===== config.mk =====
export PLATFORM = sky130hd
export DESIGN_NAME = ring_rr_arbiter
export DESIGN_NICKNAME = d
export VERILOG_FILES = /design/src/rtl/ring_arb_pkg.sv /design/src/rtl/ring_rr_pick.sv /design/src/rtl/ring_rr_arbiter.sv
export SDC_FILE = /design/constraint.sdc
export NUM_CORES = 1
export LEC_CHECK = 0
export CORE_UTILIZATION = 45
export DETAILED_ROUTE_END_ITERATION = 7
export GPL_ROUTABILITY_DRIVEN = 0
export PLACE_DENSITY = 0.71
export SETUP_SLACK_MARGIN = 0.1
export SLEW_MARGIN = 20
export SYNTH_ARGS = -nofsm -noshare
export SYNTH_HDL_FRONTEND = slang
export SYNTH_SLANG_ARGS = --single-unit

===== constraint.sdc =====
create_clock -name clk -period 2.85 [get_ports clk]
set_input_delay 0.57 -clock clk [delete_from_list [all_inputs] [get_ports clk]]
set_output_delay 0.57 -clock clk [all_outputs]
set_load 0.01 [all_outputs]

===== src/rtl/ring_arb_pkg.sv =====
// Shared definitions for the ring-pointer round-robin arbiter family.
//   arb_state_t  : arbiter FSM state encoding (IDLE=0, BUSY=1)
//   DEF_N        : default number of requesters
//   DEF_MAX_HOLD : default maximum consecutive grant cycles per tenure
package ring_arb_pkg;

  typedef enum logic {
    IDLE = 1'b0,
    BUSY = 1'b1
  } arb_state_t;

  localparam int DEF_N        = 4;
  localparam int DEF_MAX_HOLD = 8;

endpackage


===== src/rtl/ring_rr_pick.sv =====
// Combinational ring-pointer pick: returns the first set bit of req scanning
// upward from the one-hot token position, wrapping N-1 to 0.
// Ports:
//   req    [N-1:0] in  : request vector, bit i = requester i
//   token  [N-1:0] in  : one-hot pointer, highest-priority position
//   winner [N-1:0] out : one-hot winner, zero when req is zero
//   any            out : high when any request is present
module ring_rr_pick
  import ring_arb_pkg::*;
#(
  parameter int N = DEF_N
) (
  input  logic [N-1:0] req,
  input  logic [N-1:0] token,
  output logic [N-1:0] winner,
  output logic         any
);

  localparam logic [N-1:0] ONE = N'(1);

  logic [N-1:0] upper;

  // Requests at or above the token win first; otherwise wrap to the lowest
  // set request. x & (~x + 1) isolates the lowest set bit of x.
  always_comb begin
    upper  = req & ~(token - ONE);
    winner = '0;
    if (|upper) begin
      winner = upper & (~upper + ONE);
    end else begin
      winner = req & (~req + ONE);
    end
    any = |req;
  end

endmodule


===== src/rtl/ring_rr_arbiter.sv =====
// Round-robin arbiter with a rotating one-hot token and bounded tenure.
// A granted requester keeps the grant while it requests, for at most
// MAX_HOLD consecutive cycles. On release or expiry the token moves just past
// the owner and the next winner is granted in the same cycle (no bubble).
// Ports:
//   clk                  in  : clock, rising edge
//   rstn                 in  : synchronous active-low reset
//   req        [N-1:0]   in  : request levels
//   grant      [N-1:0]   out : registered one-hot grant, zero when idle
//   grant_valid          out : high when grant is non-zero
//   grant_id   [IW-1:0]  out : binary index of the granted requester, 0 idle
//   token      [N-1:0]   out : one-hot ring pointer for the next arbitration
module ring_rr_arbiter
  import ring_arb_pkg::*;
#(
  parameter int N        = DEF_N,
  parameter int MAX_HOLD = DEF_MAX_HOLD,
  localparam int IW      = $clog2(N)
) (
  input  logic          clk,
  input  logic          rstn,
  input  logic [N-1:0]  req,
  output logic [N-1:0]  grant,
  output logic          grant_valid,
  output logic [IW-1:0] grant_id,
  output logic [N-1:0]  token
);

  localparam int HW = $clog2(MAX_HOLD + 1);
  localparam logic [HW-1:0] HOLD_LAST = HW'(MAX_HOLD - 1);

  arb_state_t   state;
  logic [HW-1:0] hold_cnt;

  logic         end_tenure;
  logic [N-1:0] token_nxt;
  logic [N-1:0] winner;
  logic         any;

  function automatic logic [IW-1:0] onehot_to_bin(input logic [N-1:0] oh);
    logic [IW-1:0] b;
    b = '0;
    for (int i = 0; i < N; i++) begin
      if (oh[i]) b = b | IW'(i);
    end
    return b;
  endfunction

  // The tenure ends when the owner drops its request or uses its last cycle.
  // The token then points just past the owner, so the owner is scanned last
  // and can only be re-granted when nobody else is requesting.
  always_comb begin
    end_tenure = (state == BUSY) && (((grant & req) == '0) || (hold_cnt == HOLD_LAST));
    token_nxt  = token;
    if (end_tenure) begin
      token_nxt = {grant[N-2:0], grant[N-1]};
    end
  end

  ring_rr_pick #(
    .N(N)
  ) u_pick (
    .req    (req),
    .token  (token_nxt),
    .winner (winner),
    .any    (any)
  );

  always_ff @(posedge clk) begin
    if (!rstn) begin
      state       <= IDLE;
      grant       <= '0;
      grant_valid <= 1'b0;
      grant_id    <= '0;
      hold_cnt    <= '0;
      token       <= N'(1);
    end else begin
      case (state)
        IDLE: begin
          if (any) begin
            state       <= BUSY;
            grant       <= winner;
            grant_valid <= 1'b1;
            grant_id    <= onehot_to_bin(winner);
            hold_cnt    <= '0;
          end
        end
        BUSY: begin
          if (end_tenure) begin
            token <= token_nxt;
            if (any) begin
              grant       <= winner;
              grant_valid <= 1'b1;
              grant_id    <= onehot_to_bin(winner);
              hold_cnt    <= '0;
            end else begin
              state       <= IDLE;
              grant       <= '0;
              grant_valid <= 1'b0;
              grant_id    <= '0;
              hold_cnt    <= '0;
            end
          end else begin
            hold_cnt <= hold_cnt + HW'(1);
          end
        end
        default: state <= IDLE;
      endcase
    end
  end

endmodule

### After elaboration in Yosys (flattened, before gate mapping)

Index checks and enable logic that the tools add are counted.

| storage, ports and cells | value |
|---|---|
| output and inout port bits | 11 |
| word-level logic and storage cells | 50 |
| bits in registers | 16 |

| operators by class | value |
|---|---|
| muxes and demuxes | 22 |
| add/sub/neg operators | 4 |
| eq/ne operators | 3 |
| bitwise logic cells | 8 |
| reductions and logical operators | 7 |

Operators by type and width:

| kind | count |
|---|---|
| $mux 4 | 7 |
| $and 4x4->4 | 4 |
| $pmux 4 s2 | 2 |
| $add 4x1->4 const B | 3 |
| $not 4->4 | 3 |
| $mux 2 | 5 |
| $reduce_or 4->1 | 2 |
| $mux 1 | 5 |
| $eq 4x3->1 const B | 1 |
| $logic_not 4->1 | 1 |
| $pmux 1 s2 | 2 |
| $pmux 2 s2 | 1 |
| $reduce_and 2->1 | 2 |
| $sub 4x1->4 const B | 1 |
| $ne 2x1->1 const B | 1 |
| $ne 2x2->1 const B | 1 |
| $logic_and 1x1->1 | 1 |
| $logic_or 1x1->1 | 1 |
| $not 1->1 | 1 |

### Logic depth before layout (Yosys ltp)

Gate-level depths: netlist (run 1).

| logic depth | value |
|---|---|
| depth after elaboration | 18 |
| mapped depth | 12 |

### Modules after synthesis

Synthesis (run 1) repeated with hierarchy kept, for this count alone.

| second synthesis, totals | value |
|---|---|
| cells, all modules | 104 |
| area total of the unflattened synthesis | 927.1 um2 |

By module, submodules not included:

| module | cells an instance | instances | area an instance (um2) |
|---|---|---|---|
| ring_rr_arbiter | 80 | 1 | 760.7 |
| ring_rr_pick | 24 | 1 | 166.4 |

### Worst setup path before layout (run 1)

Ideal clock, no wire load.

| timing | value |
|---|---|
| path type | in2reg |
| from | input req[2] |
| to | register grant_id[0] |
| arrival | 2,530 ps |
| setup slack | 194 ps |
| stages on the path | 11 |
| setup time | 126 ps |
| cells stage by stage | a22o_2 > o22ai_4 > and2_1 > buf_6 > mux2i_1 > ha_1 > xnor2_1 > a21oi_1 > a2111o_1 > o2111ai_1 > o21ai_1 |

| on the way | value |
|---|---|
| cells in the longest elaborated chain, start to end | 18 |
| elaborated cells on any way between the ends | 27 |

RTL lines:

| item | RTL line | RTL |
|---|---|---|
| start, declared | ring_rr_arbiter.sv:22 | `input logic [N-1:0] req,` |
| $and 4x4->4 | ring_rr_arbiter.sv:53 | `end_tenure = (state == BUSY) && (((grant & req) == '0) \|\| (hold_cnt == HOLD_LAST));` |
| $logic_not 4->1 | ring_rr_arbiter.sv:53 |  |
| $logic_or 1x1->1 | ring_rr_arbiter.sv:53 |  |
| $logic_and 1x1->1 | ring_rr_arbiter.sv:53 |  |
| $mux 4 | ring_rr_arbiter.sv:55 | `if (end_tenure) begin` |
| $sub 4x1->4 | ring_rr_pick.sv:26 | `upper = req & ~(token - ONE);` |
| $not 4->4 | ring_rr_pick.sv:26 |  |
| $and 4x4->4 | ring_rr_pick.sv:26 |  |
| $not 4->4 | ring_rr_pick.sv:29 | `winner = upper & (~upper + ONE);` |
| $add 4x1->4 | ring_rr_pick.sv:29 |  |
| $and 4x4->4 | ring_rr_pick.sv:29 |  |
| $mux 4 | ring_rr_pick.sv:28 | `if (\|upper) begin` |
| $mux 1 | ring_rr_arbiter.sv:44 | `if (oh[i]) b = b \| IW'(i);` |
| $mux 2 (2 in a row) | ring_rr_arbiter.sv:44 |  |
| $mux 2 | ring_rr_arbiter.sv:91 | `if (any) begin` |
| $mux 2 | ring_rr_arbiter.sv:89 | `if (end_tenure) begin` |
| $pmux 2 s2 | ring_rr_arbiter.sv:78 | `case (state)` |
| end signal, assigned | ring_rr_arbiter.sv:84 | `grant_id <= onehot_to_bin(winner);` |
| end signal, assigned | ring_rr_arbiter.sv:94 | `grant_id <= onehot_to_bin(winner);` |
| end, declared | ring_rr_arbiter.sv:25 | `output logic [IW-1:0] grant_id,` |

Several ways; a longest one is shown, not always the timed one. The select of a mux whose other input is x is not followed.
A chain may end at the register's enable or synchronous reset.

### Worst setup path after layout (run 1)

| timing | value |
|---|---|
| from | register grant[0] |
| to | register grant[0] |

| on the way | value |
|---|---|
| cells in the longest elaborated chain, start to end | 15 |
| elaborated cells on any way between the ends | 19 |

RTL lines:

| item | RTL line | RTL |
|---|---|---|
| start, declared | ring_rr_arbiter.sv:23 | `output logic [N-1:0] grant,` |
| start signal, assigned | ring_rr_arbiter.sv:82 | `grant <= winner;` |
| start signal, assigned | ring_rr_arbiter.sv:92 | `grant <= winner;` |
| $and 4x4->4 | ring_rr_arbiter.sv:53 |  |
| $logic_not 4->1 | ring_rr_arbiter.sv:53 |  |
| $logic_or 1x1->1 | ring_rr_arbiter.sv:53 |  |
| $logic_and 1x1->1 | ring_rr_arbiter.sv:53 |  |
| $mux 4 | ring_rr_arbiter.sv:55 |  |
| $sub 4x1->4 | ring_rr_pick.sv:26 |  |
| $not 4->4 | ring_rr_pick.sv:26 |  |
| $and 4x4->4 | ring_rr_pick.sv:26 |  |
| $not 4->4 | ring_rr_pick.sv:29 |  |
| $add 4x1->4 | ring_rr_pick.sv:29 |  |
| $and 4x4->4 | ring_rr_pick.sv:29 |  |
| $mux 4 | ring_rr_pick.sv:28 |  |
| $mux 4 | ring_rr_arbiter.sv:91 |  |
| $mux 4 | ring_rr_arbiter.sv:89 |  |
| $pmux 4 s2 | ring_rr_arbiter.sv:78 |  |

Several ways; a longest one is shown, not always the timed one. The select of a mux whose other input is x is not followed.

==> results of run 1 <==
==> how the worst max path moves through the flow <==
stage	cells after the start	slack, ps	endpoint
3_5_place_dp	11	-310	grant_id[0]$_SDFFE_PN0P_
2_1_floorplan	11	190	grant_id[0]$_SDFFE_PN0P_
6_report	10	310	grant[0]$_SDFFE_PN0P_
3_3_place_gp	11	-310	grant_id[0]$_SDFFE_PN0P_
5_1_grt	11	240	grant_id[0]$_SDFFE_PN0P_
4_1_cts	11	100	grant_id[0]$_SDFFE_PN0P_
==> sequential cells by signal, summed over array words and instances (netlist names) <==
register	count
grant	4
hold_cnt	4
token	4
grant_id	2
grant_valid	1
state	1
==> synth_stat cells (2+ instances only) <==
cell | instances | area [um^2]
sky130_fd_sc_hd__dfxtp_1 | 16 | 320
sky130_fd_sc_hd__nand2_1 | 14 | 52.6
sky130_fd_sc_hd__a21oi_1 | 9 | 45.0
sky130_fd_sc_hd__nor2_1 | 8 | 30.0
sky130_fd_sc_hd__nand3_1 | 5 | 25.0
sky130_fd_sc_hd__o21ai_0 | 5 | 25.0
sky130_fd_sc_hd__inv_1 | 4 | 15.0
sky130_fd_sc_hd__a22oi_1 | 3 | 22.5
sky130_fd_sc_hd__mux2i_1 | 3 | 30.0
sky130_fd_sc_hd__nor3_1 | 3 | 15.0
sky130_fd_sc_hd__xnor2_1 | 3 | 26.3
sky130_fd_sc_hd__a32oi_1 | 2 | 17.5
sky130_fd_sc_hd__and2_1 | 2 | 12.5
sky130_fd_sc_hd__and3_1 | 2 | 12.5
sky130_fd_sc_hd__ha_1 | 2 | 25.0
sky130_fd_sc_hd__or3_1 | 2 | 12.5
==> kinds of logic after synthesis <==
family                     Yosys count  synth area share
DFF                                 16             0.361
muxes                                3            0.0339
AOI/OAI and AO/OA                   32             0.264
and+or+nand+nor                     42             0.228
buffers and inverters                8            0.0451
adders and majority gates            2            0.0282
xor gates and xnor gates             4            0.0395
==> what timing repair did <==
item,in CTS,in global routing
pin swaps,7,9
resized for setup,4,11
setup buffers,7,0
setup endpoints to repair,6,6
==> cell type report <==
type / instances / area [um^2]
Clock buffer: 4 / 36.3
Fill cell: 134 / 492
Inverter: 4 / 15.0
Multi-Input combinational cell: 83 / 579
Sequential cell: 16 / 320
Tap cell: 25 / 31.3
Timing Repair Buffer: 34 / 309
==> tightest hold or removal path: stages (launching register included) <==
cell,delay (ps)
sky130_fd_sc_hd__dfxtp_1,320
sky130_fd_sc_hd__nand2_1,50
sky130_fd_sc_hd__a21oi_1,50
==> metrics by stage <==
| stage | util | setup TNS (ps) | hold slack, ps | worst slack [ps] |
|---|---|---|---|---|
| finish | 0.724 | 0 | 465 | 312 |
| global route | 0.724 | 0 | 479 | 235 |
| CTS | 0.694 | 0 | 467 | 102 |
| detailed placement | 0.637 | -1460 | 453 | -311 |
| global placement | 0.637 | -1320 | 442 | -310 |
| floorplan | - | 0 | 471 | 194 |
==> routing by layer <==
layer  track usage  up-vias  share of wire
li1              -      459              -
met2         0.414       59           0.49
met3        0.0588       18          0.068
met4         0.165        0          0.049
met1         0.337      474           0.40
met5             0        -              0
==> power groups by stage <==
stage / Combinational (W) / Sequential, W / Clock [W]
2_1_floorplan: 0.000153 / 0.000279 / 0
3_5_place_dp: 0.000264 / 0.000276 / 0
3_3_place_gp: 0.000257 / 0.000277 / 0
5_1_grt: 0.000359 / 0.000278 / 0.000164
6_report: 0.000339 / 0.000275 / 0.000154
4_1_cts: 0.000293 / 0.000272 / 0.000156
==> flow_summary_export.csv, run 1 <==
group,metric,value,unit
status,status,"finished, final reports clean",
clock_network,cts-root-buf,"sky130_fd_sc_hd__clkbuf_4",
floorplanning,num_io_pins,17,
final_layout,final_design_area_excluding_fillers,1290,um^2
setup_path,cp_data_arrival_time,2750,ps
detailed_routing,drcViolationCount,0,
final_layout,layout.cells.most_common,"sky130_fd_sc_hd__buf_4",
grt,globalRouteTotalUtil,0.269,
detailed_routing,routed_wl_per_cell,16.9,um
sta,tightest_slew,454,ps
setup_path,setup.worst_path.start_class,"flop",
worst_hold_path,worst_hold_startpoint,"grant_valid$_SDFFE_PN0P_",
place,placedInstanceArea,1140,um^2
pwr,vdd_ir_drop_max,0.364,mV
sta,grt_setup_unrepaired,"no",
final_layout,areaGrowthSynthToFinish,45.6,%
final_layout,layout_common_cells,"sky130_fd_sc_hd__buf_4 (17), sky130_fd_sc_hd__dfxtp_1 (16), sky130_fd_sc_hd__nand2_1 (14)",
sta,maxClockFrequency,394,MHz
logic_synthesis,synth_seq_area_share,0.361,
clock_network,hold_buffers,0,
sta,min_period_over_period,0.890,
setup_path,critPathMaxStageDelay,520,ps
detailed_routing,drt_pass1_iterations,4,
logic_synthesis,async_reset_ff_frac,0,
logic_synthesis,synth.yosys.warnings,0,
logic_synthesis,most_common_flop_cell_mapped_by_yosys,"sky130_fd_sc_hd__dfxtp_1",
detailed_routing,route.final.wire_length,2810,um
place,place_hpwl,1690,um
logic_synthesis,synthDistinctLibCells,40,
clock_network,clk_transition_reported_paths,100,ps
floorplanning,initial_core_util,0.498,
floorplanning,die_width,46.4,um
setup_path,cp_top_family,"compound AO/OA/AOI/OAI gates",
grt,initial_antenna_violation_count,0,
floorplanning,rows,15,
detailed_routing,number_of_drc_markers_in_iteration_0,55,
worst_hold_path,worst_hold_path_type,"reg -> reg",
sta,setup_viol,0,
setup_path,required,3070,ps
setup_path,critical_path_peak_fanout,6,
final_layout,finish.net_count,150,
pwr,cellInternalPower,0.000500,W
clock_network,clock-sinks,16,
detailed_routing,vias,1010,
floorplanning,design.core.area,1780,um^2
pwr,netSwitchingFraction,0.350,
logic_synthesis,number_of_flip_flops_and_latches_in_the_synthesized_netlist,16,
pwr,design_power_total,0.000769,W
detailed_routing,ant_nets,0,
pwr,p_leak,0.546,nW
floorplanning,die-area,2150,um^2
sta,period_needed,2540,ps
pwr,powerDensity,595,nW/um^2
grt,grt_pass1_wl,3970,um
pwr,clock_power_share,0.201,
logic_synthesis,number_of_standard_cells_after_synthesis,107,
setup_path,critPathSlowestCell,"sky130_fd_sc_hd__dfxtp_1",
setup_path,rr_worst_depth,10,
setup_path,worst_setup_path_startpoint,"grant[0]$_SDFFE_PN0P_",
setup_path,crit_buf_inv,1,
grt,number_of_global_route_vias_before_repair,891,
pwr,share_seq_of_total_power,0.358,
grt,grt.overflow.total,0,
clock_network,cts_htree_levels,1,
pwr,netSwitchingPower,0.000269,W
sta,hold_violations,0,
sta,final-max-slew-violation-count,0,
clock_network,worst_skew_pair.late_latency,290,ps
clock_network,clockBufferDepth,2,
logic_synthesis,netlist_area,887,um^2
logic_synthesis,syn-num-nets,115,
job,drv_cap,0,
setup_path,critical_path.cell_chain,"a22o_1 -> o22ai_4 -> buf_6 -> a21bo_2 -> and2_4 -> ha_4 -> xor2_1 -> a211o_1 -> nand3_1 -> a311oi_1",
setup_path,r2r_setup_slack,310,ps
final_layout,fin_cells,166,
final_layout,fraction_of_layout_instances_using_a_drive_strength_above_1,0.248,
place,post-place-cells,155,
logic_synthesis,avgSynthCellArea,8.29,um^2
grt,maximum_number_of_pins_on_one_net_before_global_route_repair,15,
setup_path,crit_type,"reg -> reg",
setup_path,rr_endpoint,"grant[0]$_SDFFE_PN0P_",
sta,max_slew_margin,0.697,
worst_hold_path,worst_hold_path_stage_count,2,
setup_path,worstSetupEndpointType,"flop",
place,buffer_ports.inserted,16,
pwr,combinationalPowerShare,0.441,
sta,worst_clock_skew,8.86,ps
setup_path,reg2reg_from,"grant[0]$_SDFFE_PN0P_",
floorplanning,die_height,46.4,um
clock_network,total_cts_buffers,3,
final_layout,antennaDiodeCount,0,
clock_network,cts_tree,"yes",
detailed_routing,vias_per_cell,6.08,
worst_hold_path,whs_endpoint,"grant_valid$_SDFFE_PN0P_",
logic_synthesis,synth-edff-count,0,
Power figures use the tool's default switching activity.
==> inputs of run 2 (changes only) <==
--- a/config.mk
+++ b/config.mk
@@ -5,6 +5,7 @@
 export SDC_FILE = /design/constraint.sdc
 export NUM_CORES = 1
 export LEC_CHECK = 0
+export CAP_MARGIN = 10
 export CORE_UTILIZATION = 45
 export DETAILED_ROUTE_END_ITERATION = 7
 export GPL_ROUTABILITY_DRIVEN = 0
==> results of run 2 <==
No change in the layout: final DEF, timing and power equal those of run 1.
==> inputs of run 3 (changes only) <==
--- a/config.mk
+++ b/config.mk
@@ -5,13 +5,13 @@
 export SDC_FILE = /design/constraint.sdc
 export NUM_CORES = 1
 export LEC_CHECK = 0
-export CAP_MARGIN = 10
+export CAP_MARGIN = 20
 export CORE_UTILIZATION = 45
 export DETAILED_ROUTE_END_ITERATION = 7
 export GPL_ROUTABILITY_DRIVEN = 0
-export PLACE_DENSITY = 0.71
+export PLACE_DENSITY = 0.73
 export SETUP_SLACK_MARGIN = 0.1
-export SLEW_MARGIN = 20
+export SLEW_MARGIN = 5
 export SYNTH_ARGS = -nofsm -noshare
 export SYNTH_HDL_FRONTEND = slang
 export SYNTH_SLANG_ARGS = --single-unit
==> constraint.sdc (replaced) <==
create_clock -name clk -period 2.1 [get_ports clk]
set_input_delay 0.42 -clock clk [delete_from_list [all_inputs] [get_ports clk]]
set_output_delay 0.42 -clock clk [all_outputs]
set_load 0.01 [all_outputs]
==> run 3 against run 2 <==
Largest cell class unchanged. Die area is the same. Sequential power grew 29%. Total power grew 39%. The run now ends with setup timing left. First-iteration DRC count shrank 11%. Via count grew 0.59%. Cell count grew 6.6%. Setup slack lost 590 ps. Largest power group unchanged. Worst hold slack lost 7.9 ps.
==> flow_summary_export.csv, run 3 (synthesis gave the netlist of run 1 again) <==
group,metric,value,unit
status,status,"finished with violations",
status,failed_checks,"setup timing",
place,buffer_ports.inserted,16,
setup_path,worstSetupEndpoint,"grant[2]$_SDFFE_PN0P_",
clock_network,worst_skew_pair.late_latency,300,ps
floorplanning,initial_core_util,0.498,
floorplanning,num_io_pins,17,
clock_network,cts_tree,"yes",
setup_path,cp_data_arrival_time,2590,ps
detailed_routing,drt_pass1_iterations,4,
final_layout,areaGrowthSynthToFinish,55.7,%
clock_network,total_cts_buffers,3,
detailed_routing,ant_nets,0,
final_layout,fin_cells,177,
sta,period_needed,2380,ps
final_layout,antennaDiodeCount,0,
clock_network,cts_htree_levels,1,
grt,globalRouteTotalUtil,0.292,
setup_path,required,2310,ps
sta,grt_setup_unrepaired,"yes",
setup_path,worst_setup_path_startpoint,"grant[2]$_SDFFE_PN0P_",
sta,hold_violations,0,
floorplanning,rows,15,
clock_network,cts-root-buf,"sky130_fd_sc_hd__clkbuf_4",
final_layout,layout.cells.most_common,"sky130_fd_sc_hd__buf_4",
final_layout,reg_top3,"grant x4, hold_cnt x4, token x4",
detailed_routing,vias,1016,
sta,postLayoutSetupSlackWorst,-279,ps
pwr,powerDensity,773,nW/um^2
setup_path,setup.worst_path.start_class,"flop",
sta,final-max-slew-violation-count,0,
setup_path,reg2reg_from,"grant[2]$_SDFFE_PN0P_",
grt,number_of_global_route_vias_before_repair,975,
clock_network,clk_transition_reported_paths,90,ps
detailed_routing,route.final.wire_length,2730,um
floorplanning,die_width,46.4,um
clock_network,hold_buffers,0,
setup_path,crit_type,"reg -> reg",
setup_path,r2r_setup_slack,-280,ps
sta,min_period_over_period,1.13,
sta,worst_clock_skew,6.43,ps
detailed_routing,vias_per_cell,5.74,
sta,tightest_slew,475,ps
final_layout,fill_cells,121,
sta,fin_hold_ws,457,ps
final_layout,finish.net_count,161,
sta,maxClockFrequency,420,MHz
clock_network,clockBufferDepth,2,
sta,totalNegativeSetupSlack,-1330,ps
pwr,vdd_ir_drop_max,0.488,mV
final_layout,fraction_of_layout_instances_using_a_drive_strength_above_1,0.329,
setup_path,worstSetupEndpointType,"flop",
detailed_routing,drcViolationCount,0,
worst_hold_path,worst_hold_path_type,"reg -> reg",
floorplanning,die_height,46.4,um
place,placedInstanceArea,1260,um^2
floorplanning,design.core.area,1780,um^2
grt,grt_pass1_wl,4460,um
place,place_hpwl,1840,um
floorplanning,die-area,2150,um^2
grt,grt.overflow.total,0,
clock_network,clock-sinks,16,
final_layout,layout_common_cells,"sky130_fd_sc_hd__buf_4 (29), sky130_fd_sc_hd__dfxtp_1 (16), sky130_fd_sc_hd__nand2_1 (13)",
detailed_routing,number_of_drc_markers_in_iteration_0,49,
sta,setup_viol,6,
job,drv_cap,0,
setup_path,rr_worst_depth,11,
setup_path,rr_endpoint,"grant[2]$_SDFFE_PN0P_",
pwr,p_leak,0.566,nW
grt,initial_antenna_violation_count,0,
final_layout,postLayoutCoreUtil,0.775,
place,post-place-cells,170,
sta,max_slew_margin,0.683,
grt,maximum_number_of_pins_on_one_net_before_global_route_repair,15,
detailed_routing,routed_wl_per_cell,15.4,um
setup_path,critical_path_peak_fanout,5,
final_layout,final_design_area_excluding_fillers,1380,um^2
==> run 3: layout make-up <==
cell class	instances	area, um^2	area share
inverters	4	15.0	0.0109
clock buffers	4	36.3	0.0263
multi-input cells	83	601	0.435
repair buffers	45	378	0.274
well taps	25	31.3	0.0226
flip-flops and latches	16	320	0.232
==> run 3: how the worst min path moves through the flow <==
stage / slack, ps / cells past startpoint / from / endpoint
after floorplan: 470 / 2 / hold_cnt[2]$_SDFFE_PN0P_ / hold_cnt[2]$_SDFFE_PN0P_
after global placement: 450 / 2 / grant_valid$_SDFFE_PN0P_ / grant_valid$_SDFFE_PN0P_
after detailed placement: 450 / 2 / grant_valid$_SDFFE_PN0P_ / grant_valid$_SDFFE_PN0P_
after CTS: 460 / 2 / grant_valid$_SDFFE_PN0P_ / grant_valid$_SDFFE_PN0P_
after global routing: 500 / 2 / grant_valid$_SDFFE_PN0P_ / grant_valid$_SDFFE_PN0P_
final: 460 / 2 / grant_valid$_SDFFE_PN0P_ / grant_valid$_SDFFE_PN0P_
==> run 3: layer usage <==
| layer | track usage | up-vias | share of wire | wire (um) |
|---|---|---|---|---|
| met4 | 0.112 | 0 | 0.024 | 66 |
| met5 | 0 | - | 0 | 0 |
| met3 | 0.0431 | 11 | 0.064 | 176 |
| met1 | 0.406 | 473 | 0.44 | 1200 |
| li1 | - | 480 | - | - |
| met2 | 0.447 | 52 | 0.47 | 1290 |
==> run 3: through the flow <==
| step | power, W | setup slack [ps] |
|---|---|---|
| after floorplan | 0.000595 | -319 |
| after global placement | 0.000774 | -726 |
| after detailed placement | 0.000781 | -854 |
| after CTS | 0.00102 | -277 |
| after global routing | 0.00112 | -358 |
| final | 0.00107 | -279 |
==> run 3: repair_timing <==
item / in CTS / in global routing
pin swaps: 10 / 4
setup buffers: 2 / 1
endpoints found under the setup margin: 7 / 6
resized for setup: 16 / 3
==> run 3: worst max-delay path, cell delays in order, from the launching register on <==
cell	delay (ps)
sky130_fd_sc_hd__dfxtp_1	330
sky130_fd_sc_hd__a22o_2	270
sky130_fd_sc_hd__o22ai_4	210
sky130_fd_sc_hd__and2_4	210
sky130_fd_sc_hd__mux2i_4	260
sky130_fd_sc_hd__ha_4	190
sky130_fd_sc_hd__xnor2_2	130
sky130_fd_sc_hd__a21oi_2	80
sky130_fd_sc_hd__buf_4	150
sky130_fd_sc_hd__a211oi_2	150
sky130_fd_sc_hd__a22oi_2	110
sky130_fd_sc_hd__a21oi_1	200
==> run 3: report_power, final <==
| group | leakage, nW | switching [W] | internal (W) |
|---|---|---|---|
| Sequential | 0.131 | 0.0000222 | 0.000334 |
| Combinational | 0.414 | 0.000239 | 0.000263 |
| Clock | 0.0210 | 0.000104 | 0.000106 |
